`src/rtl/ucode_sequencer.sv`:
```
// Microcode sequencer: fetches words from a synchronous ROM and plays LED/PWM
// patterns with timed waits, jumps and a single counted loop.
module ucode_sequencer #(
  parameter int ADDR_W   = 9,
  parameter int VEC_W    = 12,
  parameter int PWM_CH   = 2,
  parameter int PWM_W    = 4,
  parameter int PRESCALE = 1000,
  parameter int RESET_PC = 0,
  localparam int INSTR_W = PWM_CH*PWM_W + VEC_W + 2 + ADDR_W
) (
  input  logic                      clk,
  input  logic                      reset,
  input  logic                      run,
  output logic                      rom_en,
  output logic [ADDR_W-1:0]         rom_addr,
  input  logic [INSTR_W-1:0]        rom_data,
  output logic [VEC_W-1:0]          vec,
  output logic [PWM_CH*PWM_W-1:0]   pwm,
  output logic [ADDR_W-1:0]         pc
);

  typedef enum logic [1:0] {S_FETCH, S_EXEC, S_WAIT} state_e;
  typedef enum logic [1:0] {OP_WAIT = 2'b00, OP_JUMP = 2'b01, OP_LDCNT = 2'b10, OP_LOOP = 2'b11} op_e;

  typedef struct packed {
    logic [PWM_CH*PWM_W-1:0] pwm;
    logic [VEC_W-1:0]        vec;
    op_e                     op;
    logic [ADDR_W-1:0]       arg;
  } instr_t;

  localparam int PS_W = (PRESCALE > 1) ? $clog2(PRESCALE) : 1;
  localparam logic [PS_W-1:0] PS_LAST = PS_W'(PRESCALE - 1);

  state_e                  state, state_n;
  logic [ADDR_W-1:0]       pc_n, pc_inc;
  logic [ADDR_W-1:0]       loop_cnt, loop_cnt_n;
  logic [ADDR_W-1:0]       wait_cnt, wait_cnt_n;
  logic [PS_W-1:0]         prescaler, prescaler_n;
  logic [VEC_W-1:0]        vec_n;
  logic [PWM_CH*PWM_W-1:0] pwm_n;
  instr_t                  ins;
  logic                    tick;

  assign ins      = instr_t'(rom_data);
  assign rom_en   = run && !reset && (state == S_FETCH);
  assign rom_addr = pc;
  assign pc_inc   = pc + ADDR_W'(1);
  assign tick     = (prescaler == PS_LAST);

  always_ff @(posedge clk) begin
    if (reset) begin
      state     <= S_FETCH;
      pc        <= ADDR_W'(RESET_PC);
      vec       <= '0;
      pwm       <= '0;
      loop_cnt  <= '0;
      wait_cnt  <= '0;
      prescaler <= '0;
    end else begin
      state     <= state_n;
      pc        <= pc_n;
      vec       <= vec_n;
      pwm       <= pwm_n;
      loop_cnt  <= loop_cnt_n;
      wait_cnt  <= wait_cnt_n;
      prescaler <= prescaler_n;
    end
  end

  // Everything holds by default; run=0 simply skips the case and freezes all state.
  always_comb begin
    state_n     = state;
    pc_n        = pc;
    vec_n       = vec;
    pwm_n       = pwm;
    loop_cnt_n  = loop_cnt;
    wait_cnt_n  = wait_cnt;
    prescaler_n = prescaler;
    if (run) begin
      case (state)
        S_FETCH: state_n = S_EXEC;
        S_EXEC: begin
          state_n = S_FETCH;
          case (ins.op)
            OP_WAIT: begin
              vec_n = ins.vec;
              pwm_n = ins.pwm;
              if (ins.arg == '0) begin
                pc_n = pc_inc;
              end else begin
                wait_cnt_n  = ins.arg;
                prescaler_n = '0;
                state_n     = S_WAIT;
              end
            end
            OP_JUMP:  pc_n = ins.arg;
            OP_LDCNT: begin
              loop_cnt_n = ins.arg;
              pc_n       = pc_inc;
            end
            OP_LOOP: begin
              if (loop_cnt != '0) begin
                loop_cnt_n = loop_cnt - ADDR_W'(1);
                pc_n       = ins.arg;
              end else begin
                pc_n = pc_inc;
              end
            end
            default: pc_n = pc_inc;
          endcase
        end
        S_WAIT: begin
          if (tick) begin
            prescaler_n = '0;
            if (wait_cnt == ADDR_W'(1)) begin
              pc_n    = pc_inc;
              state_n = S_FETCH;
            end else begin
              wait_cnt_n = wait_cnt - ADDR_W'(1);
            end
          end else begin
            prescaler_n = prescaler + PS_W'(1);
          end
        end
        default: state_n = S_FETCH;
      endcase
    end
  end

endmodule

```
`config.mk`:
```
export PLATFORM = sky130hd
export DESIGN_NAME = ucode_sequencer
export DESIGN_NICKNAME = d
export VERILOG_FILES = /design/src/rtl/ucode_sequencer.sv
export SDC_FILE = /design/constraint.sdc
export NUM_CORES = 1
export LEC_CHECK = 0
export CAP_MARGIN = 20
export CORE_ASPECT_RATIO = 1.1
export CORE_UTILIZATION = 40
export CTS_CLUSTER_DIAMETER = 60
export DETAILED_ROUTE_END_ITERATION = 10
export PLACE_DENSITY = 0.67
export SLEW_MARGIN = 20
export SYNTH_ARGS = -nofsm -noshare
export SYNTH_HDL_FRONTEND = slang
export SYNTH_SLANG_ARGS = --single-unit
export TNS_END_PERCENT = 1
```
`constraint.sdc`:
```
create_clock -name clk -period 2.09 [get_ports clk]
set_input_delay 0.418 -clock clk [delete_from_list [all_inputs] [get_ports clk]]
set_output_delay 0.418 -clock clk [all_outputs]
set_load 0.01 [all_outputs]
```
==> out/results.txt, run 1 <==
Synth area leaders: dfxtp_1, nand2_1, a21oi_1
Initial DRC count: 108
Die span in y: 98.0 um
Leak: 1.67 nW
Largest net degree at the start of global routing: 49
Net switching fraction of the power: 0.270
Top-area cell type share of the netlist area: 0.352
Vias/cell: 5.33
Layout Skew: 0.0127 ns
Distinct cells, synth: 54
Synthesized flop and latch total: 59
EDFF count, synth: 0
Unrepaired setup endpoints after global routing: yes
Pint: 2.06 mW
Clock buffer depth: 2
Initial Util: 0.419
Register area share after synthesis: 0.352
Clk Latency, worst-skew pair: 0.36 ns
I/O pin count: 73
Initial antenna violation count: 0
Routed Wire Length: 8.86 mm
Slowest CP cell: clkdlybuf4s50_1
Worst setup EP type: register
Net Switching: 0.759 mW
Grt total ovfl: 0
Post-route ant nets: 0
Synthesized area: 3350 um^2
Detail Placement HPWL: 6.34 mm
Slew Viols, Final: 0
Critical path required time: 2.37 ns
Clock power frac: 0.423
Synthesized net count: 449
Buffers on Ports: 72
CP max FO: 4
Crit Path Category: primary input to register
DRT Pass-1 Iters: 5
Critical path launch point type: primary input
Final setup vio count: 0
Vias in the first global route: 3105
Final period util: 0.957
CP Data Arrival Time: 2.28 ns
Status: completed
Hold buffers post-CTS: 0
Post-CTS setup buffer count: 0
Die X: 89.3 um
DRC viols: 0
Clock slew at reported path FFs: 0.08 ns
Max cap viols: 0
CTS tree: done
Primary FF master, synth: dfxtp_1
Fin area: 4720 um^2
Crit-path cells: clkdlybuf4s50_1 > nor4_4 > a31oi_4 > o21bai_4 > or2_1 > buf_4 > o31ai_2
GPL Wtd Cong: 0.851
Pwr Total: 2.82 mW
HP Class: register to register
Hold_ws: 0.456 ns
Area delta synth->final: 40.8%
Num CTS Buffers: 9
Sequential Power Share: 0.415
Antenna fix cells: 0
Layout cells sized above 1: 0.200
Cells after synthesis: 407
Hold Fails Final Rpt: 0
Crit-path max cell delay: 0.45 ns
Detailed-route via count: 3295
Post-layout net count: 547
Min cycle time layout: 2.00 ns
WL/cell: 14.3 um
FP Rows: 34
Max VDD drop: 365 uV
Syn Area/Cell: 8.24 um^2
Yosys top cell by area: dfxtp_1
# H-tree levels: 3
Die Footprint: 8750 um^2
Power Density: 596 nW/um^2
Total Routing Usage GR: 0.208
Synth Warn #: 0
Slew HR: 0.592
Worst-margin pin slew: 0.613 ns
CTS Sinks: 59
Core area: 8000 um^2
Fmax achieved: 500 MHz
Synth async-reset ratio: 0
Clock tree root buffer cell: clkbuf_8
Placement Cell Area: 4430 um^2
Combinational power share: 0.162
First-pass GRT wire length: 14.2 mm
cell usage after synthesis, types with 8 or more instances:
cell      instances
a21oi_1          43
and3_1            8
buf_4            10
clkbuf_1         14
dfxtp_1          59
ha_1              8
inv_1            11
nand2_1          68
nand3_1          14
nand4_1           9
nor2_1           26
nor2b_1          10
o21ai_0          11
final cells by class:
type | instances | area (um^2)
Multi-Input combinational cell | 301 | 1990
Tap cell | 108 | 135
Inverter | 12 | 45.0
Fill cell | 747 | 3280
Clock buffer | 9 | 124
Timing Repair Buffer | 122 | 1140
Clock inverter | 7 | 101
Sequential cell | 59 | 1180
per-layer routing:
metal,vias to the layer above,track usage,part of all wire
li1,1654,-,-
met1,1532,0.259,0.44
met2,90,0.332,0.48
met3,19,0.0533,0.063
met4,0,0.0965,0.021
met5,-,0,0
power by group through the flow:
| stage | registers (mW) | clock network [mW] | logic, mW |
|---|---|---|---|
| global placement | 1.19 | 0 | 0.444 |
| floorplan | 1.19 | 0 | 0.221 |
| finish | 1.17 | 1.19 | 0.456 |
| global route | 1.17 | 1.26 | 0.495 |
| CTS | 1.17 | 1.22 | 0.450 |
| detailed placement | 1.19 | 0 | 0.448 |
sequential cells by signal, summed over array words and instances, names as in the netlist:
name	cells
loop_cnt	9
pwm	8
prescaler	10
state	2
wait_cnt	9
pc	9
vec	12
critical path: cells and delay by family:
kind / cells / cell delay, ns
and+or+nand+nor: 2 / 0.66
AOI/OAI and AO/OA: 3 / 0.57
buffers and inverters: 2 / 0.62
logic make-up (layout without fill, tap and decap cells):
group | count (synthesis) | in the layout | share of synthesized area
compound gates | 109 | 109 | 0.243
buf+inv | 47 | 150 | 0.0732
xor+xnor | 5 | 5 | 0.0131
simple gates | 172 | 172 | 0.267
mux | 7 | 7 | 0.0213
fa+ha+maj | 8 | 8 | 0.0299
flops | 59 | 59 | 0.352
repair_timing:
action / CTS / global route
endpoints found under the setup margin: 1 / 16
resized for setup: 1 / 12
pin swaps: 0 / 1
cloned: 0 / 0
cell usage in the layout (no fill, tap or decap), drive strengths merged, types with 3 or more instances in the layout:
master	count
o311ai	7
a31oi	8
nor3b	6
nor4	6
a22oi	3
clkdlybuf4s50	70
nand4	9
o32ai	7
o21ai	16
nand3	14
nor2	26
a21oi	43
dfxtp	59
nand2b	4
a211oi	4
mux2i	6
buf	51
nor3	6
xor2	5
o31ai	9
ha	8
and3	8
nor2b	10
inv	13
clkbuf	9
or3	3
nor4b	4
nand2	68
final timing paths:
check | startpoint | end | slack (ns) | cells after the start
max | rom_data[2] | pc[3] | 0.09 | 7
min reg2reg | vec[3] | vec[3] | 0.46 | 2
max reg2reg | prescaler[0] | pc[5] | 0.10 | 7
min | vec[3] | vec[3] | 0.46 | 2
metrics by stage:
stage	cells	setup slack, ns	TNS [ns]	util
6_report	618	0.0903	0	0.590
5_1_grt	618	-0.00568	-0.0107	0.590
3_3_place_gp	602	-0.240	-3.47	0.554
2_1_floorplan	407	0.153	0	-
3_5_place_dp	602	-0.280	-3.89	0.554
4_1_cts	618	0.0295	0	0.582
Power figures use the tool's default switching activity.
==> run 2, diff against run 1 <==
--- a/config.mk
+++ b/config.mk
@@ -10,6 +10,7 @@
 export CORE_UTILIZATION = 40
 export CTS_CLUSTER_DIAMETER = 60
 export DETAILED_ROUTE_END_ITERATION = 10
+export GPL_TIMING_DRIVEN = 0
 export PLACE_DENSITY = 0.67
 export SLEW_MARGIN = 20
 export SYNTH_ARGS = -nofsm -noshare
==> run 2 against run 1 <==
  * Global-route usage is essentially flat
  * Power down 5.4%
  * Cell area down 2.6%
  * Clock-buffer cell count is the same
  * Worst setup slack worse by 0.069 ns
  * Clock skew barely moved
  * Clock power decreased by 11%
  * Sequential power about the same
  * Maximum frequency is 3.3% lower
  * Sequential share of layout area rose by 0.73 points
  * Largest cell class unchanged
==> out/results.txt, run 2 (synthesis results as in run 1) <==
Clock buffer depth: 2
Final period util: 0.990
WL/cell: 14.6 um
Fmax achieved: 484 MHz
Post-route ant nets: 0
CTS tree: done
Clock slew at reported path FFs: 0.08 ns
Critical R2R Capture: pc[8]
R2R setup slack: 0.02 ns
Worst R2R Path Depth: 9
Largest net degree at the start of global routing: 13
Routed Wire Length: 8.93 mm
Initial DRC count: 134
Clock tree root buffer cell: clkbuf_8
Die Footprint: 8750 um^2
CP max FO: 5
Max FFs per register: 12
Vias in the first global route: 3093
Die X: 89.3 um
Worst-margin pin slew: 0.737 ns
Max VDD drop: 326 uV
Power Density: 580 nW/um^2
Antenna fix cells: 0
Post-layout net count: 540
Placement Cell Area: 4200 um^2
Net switching fraction of the power: 0.284
First-pass GRT wire length: 14.3 mm
DRT Pass-1 Iters: 5
# H-tree levels: 3
Initial antenna violation count: 0
Net Switching: 0.756 mW
Max cap viols: 0
DRC viols: 0
Crit path to: pc[8]
Detailed-route via count: 3347
Regs by FF count: vec (12), prescaler (10)
Detail Placement HPWL: 6.28 mm
Commonest non-fill, non-tap cell in the layout: nand2_1
Initial Util: 0.419
CTS Sinks: 59
Clk Latency, worst-skew pair: 0.35 ns
Min cycle time layout: 2.07 ns
Critical path launch point type: register
Num CTS Buffers: 9
Dpl ws: -0.618 ns
Hold Path Origin: vec[4]
Final setup vio count: 0
Leak: 1.59 nW
Final worst setup slack: 0.0218 ns
Critical path required time: 2.29 ns
# fillers: 772
Slew Viols, Final: 0
FP Rows: 34
Core area: 8000 um^2
Layout Skew: 0.0127 ns
Most frequent cells in the layout: nand2_1, clkdlybuf4s50_1, dfxtp_1, a21oi_1, nor2_1
Clock power frac: 0.398
Status: completed
RR Startpoint: loop_cnt[0]
Vias/cell: 5.48
Worst setup EP type: register
Die span in y: 98.0 um
I/O pin count: 73
Combinational power share: 0.163
Pint: 1.91 mW
Area delta synth->final: 37.1%
Grt total ovfl: 0
Slew HR: 0.504
Total Routing Usage GR: 0.208
Final core occ: 0.575
Largest Register: vec
GPL Wtd Cong: 0.852
Layout cells sized above 1: 0.173
Crit. Startpoint: loop_cnt[0]
CP Data Arrival Time: 2.27 ns
Fin area: 4600 um^2
Hold Fails Final Rpt: 0
Buffers on Ports: 71
Hold_ws: 0.455 ns
HP Class: register to register
Sequential Power Share: 0.439
Unrepaired setup endpoints after global routing: yes
Crit Path Category: register to register
[run 2: cell count changes in the layout (fill, tap and decap cells not counted), sizes merged]
| cell | delta |
|---|---|
| buf | -21 |
| dlygate4sd2 | +5 |
| bufinv | -1 |
| clkinvlp | +2 |
| clkdlybuf4s50 | -6 |
| dlymetal6s2s | +1 |
| clkbuf | +14 |
| clkinv | -1 |
[run 2: worst min-delay path by stage]
stage / endpoint / slack, ns / depth (start not counted)
floorplan: prescaler[1] / 0.45 / 2
global placement: pwm[2] / 0.44 / 2
detailed placement: vec[1] / 0.45 / 2
CTS: vec[1] / 0.46 / 2
global route: vec[11] / 0.48 / 2
finish: vec[4] / 0.46 / 2
[run 2: what timing repair did]
action | CTS | global route
buffers inserted | 2 | 7
hold buffers | 0 | 0
gates cloned | 0 | 1
gates resized for setup | 18 | 22
pin swaps | 2 | 6
endpoints found under the setup margin | 17 | 31
[run 2: area by class of cell]
cell class,count,area (um^2),area share
inverter,12,45.0,0.00980
sequential,59,1180,0.257
multi-input combinational,301,2030,0.441
clock buffer,9,124,0.0269
timing repair buffer,80,771,0.168
clock inverter,7,77.6,0.0169
tap,108,135,0.0294
buffer,35,231,0.0504
[run 2: worst max-delay path: stages, from the launching register on]
cell	delay, ns
dfxtp_2	0.35
inv_2	0.05
ha_4	0.16
nor4b_4	0.12
buf_4	0.17
a311oi_4	0.38
buf_4	0.19
a31oi_1	0.04
o311ai_1	0.35
o31ai_2	0.12
[run 2: through the flow]
| stage | setup TNS (ns) | total power [mW] | cells |
|---|---|---|---|
| after floorplan | 0 | 1.41 | 407 |
| after global placement | -13.64 | 1.58 | 586 |
| after detailed placement | -14.90 | 1.58 | 586 |
| after CTS | -0.0239 | 2.66 | 604 |
| after global routing | -0.663 | 2.78 | 611 |
| final | 0 | 2.66 | 611 |
[run 2: power by group through the flow]
stage	Sequential (mW)	Clock (mW)	Combinational (mW)
global route	1.17	1.14	0.471
detailed placement	1.19	0	0.391
finish	1.17	1.06	0.435
CTS	1.17	1.09	0.400
floorplan	1.19	0	0.221
global placement	1.19	0	0.386
[run 2: layer usage]
layer	share of wire	GRT usage	routed length, um	vias up
met5	0	0	0	-
met4	0.019	0.0904	174	0
met3	0.069	0.0448	612	16
met2	0.47	0.342	4240	109
met1	0.44	0.258	3910	1578
li1	-	-	-	1644
